<file path="config.mk">
export PLATFORM = sky130hd
export DESIGN_NAME = lifting_polyphase_splitter
export DESIGN_NICKNAME = d
export VERILOG_FILES = /design/src/rtl/lifting_polyphase_splitter.sv
export SDC_FILE = /design/constraint.sdc
export NUM_CORES = 1
export LEC_CHECK = 0
export ABC_AREA = 1
export CAP_MARGIN = 30
export CORE_ASPECT_RATIO = 1.25
export CORE_UTILIZATION = 40
export CTS_BUF_LIST = sky130_fd_sc_hd__clkbuf_2
export DETAILED_ROUTE_END_ITERATION = 6
export PLACE_DENSITY = 0.69
export SYNTH_ARGS = -nofsm -noshare
export SYNTH_HDL_FRONTEND = slang
export SYNTH_SLANG_ARGS = --single-unit
</file>
<file path="constraint.sdc">
create_clock -name clk -period 2.1 [get_ports clk]
set_input_delay 0.42 -clock clk [delete_from_list [all_inputs] [get_ports clk]]
set_output_delay 0.42 -clock clk [all_outputs]
set_load 0.05 [all_outputs]
</file>
<file path="src/rtl/lifting_polyphase_splitter.sv">
// Lifting-stage feeder: splits a serial sample stream x[k] into overlapping
// polyphase triples (x[2n], x[2n+1], x[2n+2]) with end-of-record padding
// and a ready/valid handshake on both sides.
module lifting_polyphase_splitter #(
    parameter int DW = 32,
    parameter int CW = 16
) (
    input  logic          clk,
    input  logic          rst,
    input  logic [DW-1:0] in_data,
    input  logic          in_valid,
    output logic          in_ready,
    input  logic          flush,
    output logic [DW-1:0] y2n,
    output logic [DW-1:0] y2n_1,
    output logic [DW-1:0] y2na,
    output logic          out_valid,
    input  logic          out_ready,
    output logic          out_last,
    output logic [CW-1:0] pair_count,
    output logic          busy
);

    typedef enum logic [1:0] {
        S_EMPTY = 2'd0,
        S_EVEN  = 2'd1,
        S_ODD   = 2'd2,
        S_OUT   = 2'd3
    } state_t;

    state_t state;
    state_t state_nxt;
    logic   flush_pend;
    logic   flush_pend_nxt;

    logic in_xfer;
    logic out_xfer;
    logic flush_req;

    // Datapath load/modify strobes decoded from the FSM
    logic ld_even_in;
    logic ld_odd_in;
    logic ld_la_in;
    logic pad_even;
    logic pad_odd;
    logic adv;
    logic set_out;
    logic set_last;
    logic clr_out;
    logic cnt_inc;
    logic cnt_clr;

    // in_ready depends only on registered state, so out_ready never reaches it
    assign in_ready  = (state != S_OUT);
    assign in_xfer   = in_valid && in_ready;
    assign out_xfer  = out_valid && out_ready;
    assign flush_req = flush || flush_pend;
    assign busy      = (state != S_EMPTY) || flush_pend;

    // State and pending-flush registers
    always_ff @(posedge clk) begin
        if (rst) begin
            state      <= S_EMPTY;
            flush_pend <= 1'b0;
        end else begin
            state      <= state_nxt;
            flush_pend <= flush_pend_nxt;
        end
    end

    // Next-state and strobe decode; an accepted sample always wins over
    // padding, and a coincident flush is carried forward in flush_pend
    always_comb begin
        state_nxt      = state;
        flush_pend_nxt = flush_pend;
        ld_even_in     = 1'b0;
        ld_odd_in      = 1'b0;
        ld_la_in       = 1'b0;
        pad_even       = 1'b0;
        pad_odd        = 1'b0;
        adv            = 1'b0;
        set_out        = 1'b0;
        set_last       = 1'b0;
        clr_out        = 1'b0;
        cnt_inc        = 1'b0;
        cnt_clr        = 1'b0;
        case (state)
            S_EMPTY: begin
                if (in_xfer) begin
                    ld_even_in     = 1'b1;
                    flush_pend_nxt = flush_pend || flush;
                    state_nxt      = S_EVEN;
                end else begin
                    flush_pend_nxt = 1'b0;
                    if (flush) begin
                        cnt_clr = 1'b1;
                    end
                end
            end
            S_EVEN: begin
                if (in_xfer) begin
                    ld_odd_in      = 1'b1;
                    flush_pend_nxt = flush_pend || flush;
                    state_nxt      = S_ODD;
                end else if (flush_req) begin
                    pad_even       = 1'b1;
                    set_out        = 1'b1;
                    set_last       = 1'b1;
                    flush_pend_nxt = 1'b0;
                    state_nxt      = S_OUT;
                end
            end
            S_ODD: begin
                if (in_xfer) begin
                    ld_la_in       = 1'b1;
                    set_out        = 1'b1;
                    flush_pend_nxt = flush_pend || flush;
                    state_nxt      = S_OUT;
                end else if (flush_req) begin
                    pad_odd        = 1'b1;
                    set_out        = 1'b1;
                    set_last       = 1'b1;
                    flush_pend_nxt = 1'b0;
                    state_nxt      = S_OUT;
                end
            end
            S_OUT: begin
                if (flush && !out_last) begin
                    flush_pend_nxt = 1'b1;
                end
                if (out_xfer) begin
                    clr_out = 1'b1;
                    cnt_inc = 1'b1;
                    if (out_last) begin
                        cnt_clr        = 1'b1;
                        flush_pend_nxt = 1'b0;
                        state_nxt      = S_EMPTY;
                    end else begin
                        adv       = 1'b1;
                        state_nxt = S_EVEN;
                    end
                end
            end
            default: begin
                state_nxt = S_EMPTY;
            end
        endcase
    end

    // Sample registers and output flags; look-ahead even rolls into the even slot
    always_ff @(posedge clk) begin
        if (rst) begin
            y2n       <= '0;
            y2n_1     <= '0;
            y2na      <= '0;
            out_valid <= 1'b0;
            out_last  <= 1'b0;
        end else begin
            if (ld_even_in) begin
                y2n <= in_data;
            end else if (adv) begin
                y2n <= y2na;
            end

            if (ld_odd_in) begin
                y2n_1 <= in_data;
            end else if (pad_even) begin
                y2n_1 <= y2n;
            end

            if (ld_la_in) begin
                y2na <= in_data;
            end else if (pad_even) begin
                y2na <= y2n;
            end else if (pad_odd) begin
                y2na <= y2n_1;
            end

            if (set_out) begin
                out_valid <= 1'b1;
                out_last  <= set_last;
            end else if (clr_out) begin
                out_valid <= 1'b0;
            end
        end
    end

    // Count of consumed triples; cleared at record end, wraps otherwise
    always_ff @(posedge clk) begin
        if (rst) begin
            pair_count <= '0;
        end else if (cnt_clr) begin
            pair_count <= '0;
        end else if (cnt_inc) begin
            pair_count <= pair_count + CW'(1);
        end
    end

endmodule

</file>
==> results of run 1 <==
==> power by group <==
| part | internal, mW | leakage (nW) | switching, mW | total (mW) |
|---|---|---|---|---|
| clock network | 0.538 | 0.135 | 0.908 | 1.45 |
| registers | 2.79 | 0.957 | 0.439 | 3.23 |
| logic | 1.65 | 2.15 | 4.05 | 5.69 |
| total | 4.97 | 3.25 | 5.40 | 10.4 |
==> cells in the final DEF (no fill, tap or decap), types with 3 or more instances in the layout <==
cell / synthesis / routed
sky130_fd_sc_hd__o21ai_0: 64 / 64
sky130_fd_sc_hd__dfxtp_1: 117 / 115
sky130_fd_sc_hd__a21oi_1: 81 / 81
sky130_fd_sc_hd__nor3_1: 3 / 3
sky130_fd_sc_hd__a31oi_1: 35 / 35
sky130_fd_sc_hd__nor2_1: 17 / 17
sky130_fd_sc_hd__buf_12: 0 / 9
sky130_fd_sc_hd__inv_2: 2 / 5
sky130_fd_sc_hd__dlygate4sd2_1: 0 / 5
sky130_fd_sc_hd__nand2_1: 238 / 237
sky130_fd_sc_hd__o21ai_1: 11 / 11
sky130_fd_sc_hd__buf_4: 0 / 29
sky130_fd_sc_hd__nand4_1: 3 / 3
sky130_fd_sc_hd__nand3_1: 101 / 101
sky130_fd_sc_hd__clkinvlp_4: 0 / 3
sky130_fd_sc_hd__inv_1: 122 / 117
sky130_fd_sc_hd__clkdlybuf4s15_2: 0 / 31
sky130_fd_sc_hd__nor2_4: 4 / 5
sky130_fd_sc_hd__clkdlybuf4s50_1: 0 / 35
sky130_fd_sc_hd__clkinv_2: 0 / 4
sky130_fd_sc_hd__ha_1: 8 / 6
sky130_fd_sc_hd__clkdlybuf4s15_1: 0 / 23
sky130_fd_sc_hd__clkbuf_2: 1 / 71
==> path summary, 6_finish.rpt <==
kind,start,endpoint,depth (start not counted)
max reg2reg,state[1],pair_count[9],8
min,rst,y2n_1[6],4
min reg2reg,y2na[2],y2n[2],2
max,state[1],busy,5
==> what timing repair did <==
item                                    4_1_cts  5_1_grt
endpoints found under the setup margin      113       77
pin swaps                                     0        1
gates resized for setup                     218      103
buffers inserted                              0        3
==> state kept, by name, indices dropped and copies added (netlist names) <==
register	count
y2n	32
y2n_1	32
y2na	32
pair_count	16
state	2
flush_pend	1
out_last	1
out_valid	1
==> synthesized netlist by cell type, types with 2 or more instances <==
master                     count  share of area (%)
sky130_fd_sc_hd__nand2_1     238                 15
sky130_fd_sc_hd__inv_1       122                7.9
sky130_fd_sc_hd__dfxtp_1     117                 41
sky130_fd_sc_hd__nand3_1     101                8.8
sky130_fd_sc_hd__a21oi_1      81                7.0
sky130_fd_sc_hd__o21ai_0      64                5.6
sky130_fd_sc_hd__a31oi_1      35                3.8
sky130_fd_sc_hd__clkbuf_1     34                2.2
sky130_fd_sc_hd__nor2_1       17                1.1
sky130_fd_sc_hd__buf_2        15                1.3
sky130_fd_sc_hd__o21ai_1      11               0.95
sky130_fd_sc_hd__ha_1          8                1.7
sky130_fd_sc_hd__nor2_4        4               0.78
sky130_fd_sc_hd__nand4_1       3               0.33
sky130_fd_sc_hd__nor3_1        3               0.26
sky130_fd_sc_hd__buf_1         2               0.13
sky130_fd_sc_hd__inv_2         2               0.13
sky130_fd_sc_hd__nand3b_1      2               0.26
sky130_fd_sc_hd__o21ai_2       2               0.30
sky130_fd_sc_hd__xnor2_1       2               0.30
sky130_fd_sc_hd__xor2_1        2               0.30
==> per-layer routing <==
layer / GRT usage (%) / vias up
met5: 0 / -
met4: 9.33 / 0
met3: 6.52 / 28
met2: 40.4 / 259
met1: 30.8 / 2815
li1: - / 3128
==> final cells by class <==
class,instances,area [µm²]
diodes,1,2.50
clock buffers,18,90.1
clock inverters,14,136
repair buffers,188,1670
inverters,124,470
flip-flops and latches,117,2350
well taps,175,219
multi-input cells,577,2790
fillers,1400,6210
==> cell families (layout without fill, tap and decap cells) <==
kind of cell	count (synthesis)	in the layout	share of synthesized area (%)
adder cells (fa/ha/maj)	8	8	1.74
flip-flops	117	117	40.6
other	0	1	0
AO/OA/AOI/OAI	193	193	17.6
buffers and inverters	176	344	11.8
XOR/XNOR	4	4	0.607
AND/OR/NAND/NOR	372	372	27.6
==> critical path, stage by stage (launching register included) <==
cell and delay (ns):
sky130_fd_sc_hd__dfxtp_4 0.38, sky130_fd_sc_hd__inv_4 0.08, sky130_fd_sc_hd__ha_4 0.14, sky130_fd_sc_hd__inv_2 0.04, sky130_fd_sc_hd__or2_4 0.22, sky130_fd_sc_hd__buf_8 0.15
==> per-stage QoR <==
step	setup WS (ns)	instance area [µm²]	cells	utilization [%]
6_report	-0.00325	7720	1214	55.4
4_1_cts	-0.237	7890	1210	56.6
5_1_grt	-0.115	7720	1214	55.4
2_1_floorplan	0.0917	5770	870	-
3_5_place_dp	0.0611	7660	1178	55.0
3_3_place_gp	0.0849	7660	1178	55.0
==> results.md, run 1 <==
Final layout:
- In the final layout, the share of cells above drive strength 1 is 17.1%.
- The number of nets in the layout is 1070.
- From synthesis to final layout, the design area changed by 33.9%.

Timing:
- For the pin with the worst max-slew slack, the measured transition is 0.520 ns.
- For the final routed database, the setup TNS stands at -0.00325 ns.
- The normalized max-slew margin is 65.5%.
- The number of pins with negative max-slew slack in the final report is 0.
- The final hold violation count came to 0.
- The time the worst path needs with I/O delays and setup is 2.10 ns.
- The post-route clock period utilization is 100%.
- The maximum frequency from static timing analysis is 475 MHz.
- Setup slack on the critical path of the routed design comes to -0.00325 ns.
- Setup repair after global routing could not meet its margin everywhere.
- The final setup violation count is 1.
- The setup clock skew after layout is 0.0375 ns.
- The minimum hold slack is 0.162 ns.

Run status:
- The flow ran to the end, but the final reports show violations.
- The checks that failed: setup timing.

Drt:
- In the final routing, the length of wire on met1 measures 7.59 mm.
- The highest routing layer actually used is met4.
- Wire segments on met3 add up to 1.56 mm in the final route.
- In this run the remaining antenna-violating nets after routing total 0.
- The first routing iteration left 340 violations.
- After detailed routing, the number of remaining DRC violations is 0.
- The average detailed-routed wire length per instance is 14.8 µm.
- The aggregate routed wire length is 18.0 mm.
- The number of vias after detailed routing is 6230.
- The number of iterations in the first detailed-routing pass is 6.
- Using the TritonRoute via totals, the vias-per-cell ratio works out to about 5.
- Detailed routing placed a total of 8.50 mm of wire on met2.

Global route:
- The first-pass GRT wire length is 28.5 mm.
- The total global-route track usage is 24.7%.
- After global routing the overflow that remains totals 0.
- The initial antenna violation count was 1.
- The via count of the first global-routing pass is 5609.
- The pin count of the biggest net entering global routing is 37.

Power and ir drop:
- The power consumption is 10.4 mW.
- The leakage power is 3.25 nW.
- The power per standard cell area is 1340 mW/mm².
- Across the VDD grid, the largest voltage drop is 0.000682 V.

Synthesis:
- In the synthesized netlist the dominant register cell turns out to be sky130_fd_sc_hd__dfxtp_1.
- Summing every instance area after synthesis gives 0.00577 mm².
- The synthesized netlist contains 26 unique library cells.
- Yosys printed 0 warnings.
- The total nets after synthesis is 915.
- Synthesis produced just under 900 cells.
- After synthesis, the share of flip-flops with an asynchronous set or reset is 0%.
- Counting flops with a built-in enable in the synthesized netlist gives 0.
- The synthesized area per cell is 6.63 µm².
- The part of the Yosys area used for sequential elements is between 40% and 50%.
- The total of flip-flops plus latches after synthesis is 117.

Place:
- The half-perimeter wire length after placement is 12.0 mm.
- The count of buffers added on input and output ports is 152.
- At the end of routability-driven placement, the weighted congestion stood at 0.849.

Setup path:
- STA classifies the critical path endpoint as an output pin.
- Data arrives at the worst endpoint at 1.68 ns.
- STA classifies the critical path startpoint as a flop.
- For flop-to-flop paths, the worst setup slack is 0.25 ns.
- The required time at the endpoint of the critical path is 1.68 ns.
- The start-to-end type of the worst setup path is flop to output pin.
- Along the worst path, the maximum fanout reaches 4.

Clocking:
- The number of CTS-inserted buffers is 17.
- The clock drives ~120 sinks.
- The number of buffers between clock root and the deepest sink is 2.
- The cell sitting at the root of the clock tree is a sky130_fd_sc_hd__clkbuf_2.
- The clock tree from TritonCTS is yes.
- The cts-stage hold buffer count is 0.
- The clock slew at the register clock pins of the worst setup and hold paths is 0.20 ns.
- The depth of the CTS H-tree is 4.
- At the later pin of the worst-skew pair, clock insertion delay measures 0.69 ns.

Floorplan:
- The total die area is approximately 0.015 mm².
- The total core area is 0.0139 mm².
- After floorplanning, the core was divided into 48 placement rows.
- The initial core utilization is 41.4%.
- The die is 109 µm wide.
- The vertical die dimension is 136 µm.
- roughly 150 I/O pins were placed.

Job:
- The number of max-cap violations is 0.

Worst hold path:
- The path class of the tightest hold or removal check is input port to flop.
Power figures use the tool's default switching activity.
==> run 2, diff against run 1 <==
- CAP_MARGIN: 30 -> 20
==> results of run 2 <==
Final layout, timing and power as in run 1 (identical DEF).
==> run 3, diff against run 2 <==
- CORE_MARGIN: default -> 2
- CORE_UTILIZATION: 40 -> 35
- PLACE_DENSITY: 0.69 -> 0.62
- SLEW_MARGIN: default -> 5
==> results.md, run 3 (same netlist as run 1, synthesis figures left out) <==
Timing:
- The final setup violation count is 1.
- Setup repair after global routing could not meet its margin everywhere.
- The minimum hold slack is 0.114 ns.
- The normalized max-slew margin is 66.4%.
- The post-route clock period utilization is 103%.
- The final hold violation count is 0.
- The setup clock skew after layout is 0.0370 ns.
- The maximum frequency from static timing analysis is 464 MHz.
- The number of pins with negative max-slew slack in the final report is 0.
- The transition time at the pin with the least slew margin is 0.505 ns.
- The time the worst path needs with I/O delays and setup is about 2.2 ns.
- The setup TNS after final layout is -0.0537 ns.
- After layout, the worst setup slack is -0.0537 ns.

Drt:
- In this run, the number of DRC markers left after iteration 0 of detailed routing was 390.
- The count of nets left with antenna violations once routing finished came out at 0.
- For this run, design rule violations remaining after detail routing come to 0.
- The final layout contains routed wiring with a total length of 18.9 mm.
- Dividing the detail-routed wire length by the instance count gives 15.0 µm.
- The number of vias after detailed routing is approximately 6000.
- The number of iterations in the first detailed-routing pass is 5.
- The average via count per standard cell is between 4 and 5.

Place:
- The placement-stage cell area is 0.00771 mm².
- Once detailed placement completed, the half-perimeter wirelength came to 12.8 mm.
- The number of I/O port buffers is 152.
- The final weighted congestion in routability-driven placement is 0.834.

Global route:
- The via count of the first global-routing pass was 5813.
- The sum of overflow across all layers after global routing is 0.
- Entering global routing, the biggest net connects 39 pins.
- The total global-route track usage is 21.5%.
- The initial antenna violation count is 1.
- The first-pass GRT wire length is 30.4 mm.

Clocking:
- The clock slew at the register clock pins of the worst setup and hold paths is 0.18 ns.
- The longest clock path from root to sink contains 2 buffers.
- The insertion delay to the later sink of the worst-skew pair is between 0.7 and 0.8 ns.
- TritonCTS built the clock tree.
- The root buffer cell is sky130_fd_sc_hd__clkbuf_2.
- After clock tree synthesis, the flow added hold-fix buffers numbering 0.
- The depth of the CTS H-tree is 4.
- The clock sink total is about 120.
- The number of CTS-inserted buffers is 17.

Setup path:
- The arrival time of data at the critical path endpoint is around 1.7 ns.
- The number of cells on the worst reg-to-reg path is 10.
- By startpoint and endpoint, the worst setup path is classified as flop to output pin.
- The worst register-to-register path begins at state[0].
- The kind of launch point of the worst setup path is a flop.
- The highest net fanout along the worst path is 5.
- For flop-to-flop paths, the worst setup slack is 0.16 ns.
- In this run the critical register-to-register path is captured at y2na[24].
- The type of element capturing the critical path is an output pin.
- The required time at the endpoint of the critical path is around 1.7 ns.

Worst hold path:
- The path category of the worst min-delay check is input port to flop.
- The depth of the worst hold-timing path is 5.
- The startpoint identified for the worst hold timing path is rst.
- The path with the worst hold slack has its endpoint at pair_count[5].

Final layout:
- The final layout contains 1074 nets.
- Cells with a size suffix above 1 make up about a fifth of the layout.
- The final standard cell area without fillers is 0.00807 mm².
- Leaving out fill and tap cells, the most frequent cell in the layout is sky130_fd_sc_hd__nand2_1.
- In the final layout, the multi-input gates occupy 0.00280 mm².
- Compared with the post-synthesis result, the final layout area differs by 39.9%.
- The largest registers in the layout are y2n x32, y2n_1 x32, y2na x32.
- The sequential cells in the finished layout cover a total of 0.00235 mm².
- At the end of the flow the core is filled with cells to between 50% and 60%.
- After filler insertion, the fill cell instance count of the layout stands at between 1500 and 2000.
- In the layout the commonest cells are sky130_fd_sc_hd__nand2_1 (237), sky130_fd_sc_hd__inv_1 (117), sky130_fd_sc_hd__dfxtp_1 (115).

Run status:
- The final reports fail on setup timing.
- The run finished, with violations left.

Floorplan:
- The die is 148 µm tall.
- The number of placed I/O pins is 153.
- The total core area is 0.0161 mm².
- The total die area is 0.0175 mm².
- The cell row count is 52.
- The width of the chip is 119 µm.
- The initial core utilization is 35.7%.

Power and ir drop:
- In this run the static leakage power is 3.25 nW.
- Across the VDD grid, the largest voltage drop is 0.000455 V.
- The power per standard cell area is 1360 mW/mm².

Job:
- Max-cap violations in this run came to 0.
==> run 3: final cells by class <==
cell class | count | share of cell area, %
multi-input cells | 577 | 34.6
flip-flops and latches | 117 | 29.1
repair buffers | 192 | 23.3
inverters | 124 | 5.86
well taps | 216 | 3.35
clock inverters | 15 | 2.61
clock buffers | 17 | 1.05
diodes | 1 | 0.0310
==> run 3: metrics by stage <==
stage / worst slack [ns] / cells / total power [mW]
finish: -0.0537 / 1259 / 11.0
global route: -0.154 / 1259 / 11.6
CTS: -0.259 / 1252 / 10.9
detailed placement: 0.0767 / 1219 / 9.24
global placement: 0.119 / 1219 / 9.21
floorplan: 0.0917 / 870 / 7.10
==> run 3: worst max-delay path by stage <==
stage	from	to	slack [ns]	depth (start not counted)
2_1_floorplan	state[0]	y2na[10]	0.09	10
3_3_place_gp	in_valid	y2na[17]	0.12	10
3_5_place_dp	in_valid	y2na[14]	0.08	10
4_1_cts	state[1]	busy	-0.26	5
5_1_grt	state[0]	busy	-0.15	5
6_report	state[0]	busy	-0.05	5
==> run 3: critical path: stages, from the launching register on <==
cell	delay, ns
sky130_fd_sc_hd__dfxtp_4	0.40
sky130_fd_sc_hd__inv_4	0.07
sky130_fd_sc_hd__ha_4	0.15
sky130_fd_sc_hd__inv_2	0.04
sky130_fd_sc_hd__or2_4	0.23
sky130_fd_sc_hd__buf_8	0.15
==> run 3: power breakdown <==
part | switching (mW) | leakage [nW] | internal (mW)
clock network | 0.944 | 0.167 | 0.889
logic | 4.11 | 2.13 | 1.81
registers | 0.433 | 0.957 | 2.79
==> run 3: timing repair <==
action                                  in CTS  in global routing
cloned                                       0                  0
endpoints found under the setup margin     112                 34
setup buffers                                1                  6
resized for setup                          302                 48
pin swaps                                    1                  1
endpoints found under the hold margin        0                  0
==> run 3: layer usage <==
layer  routed length [µm]  GRT usage [%]  up-vias  part of all wire [%]
met2                 9140           36.8      186                    48
met1                 8230           26.3     2828                    44
met3                 1280           6.40       17                   6.8
met5                    0              0        -                     0
met4                  212           6.07        0                   1.1
li1                     -              -     3142                     -
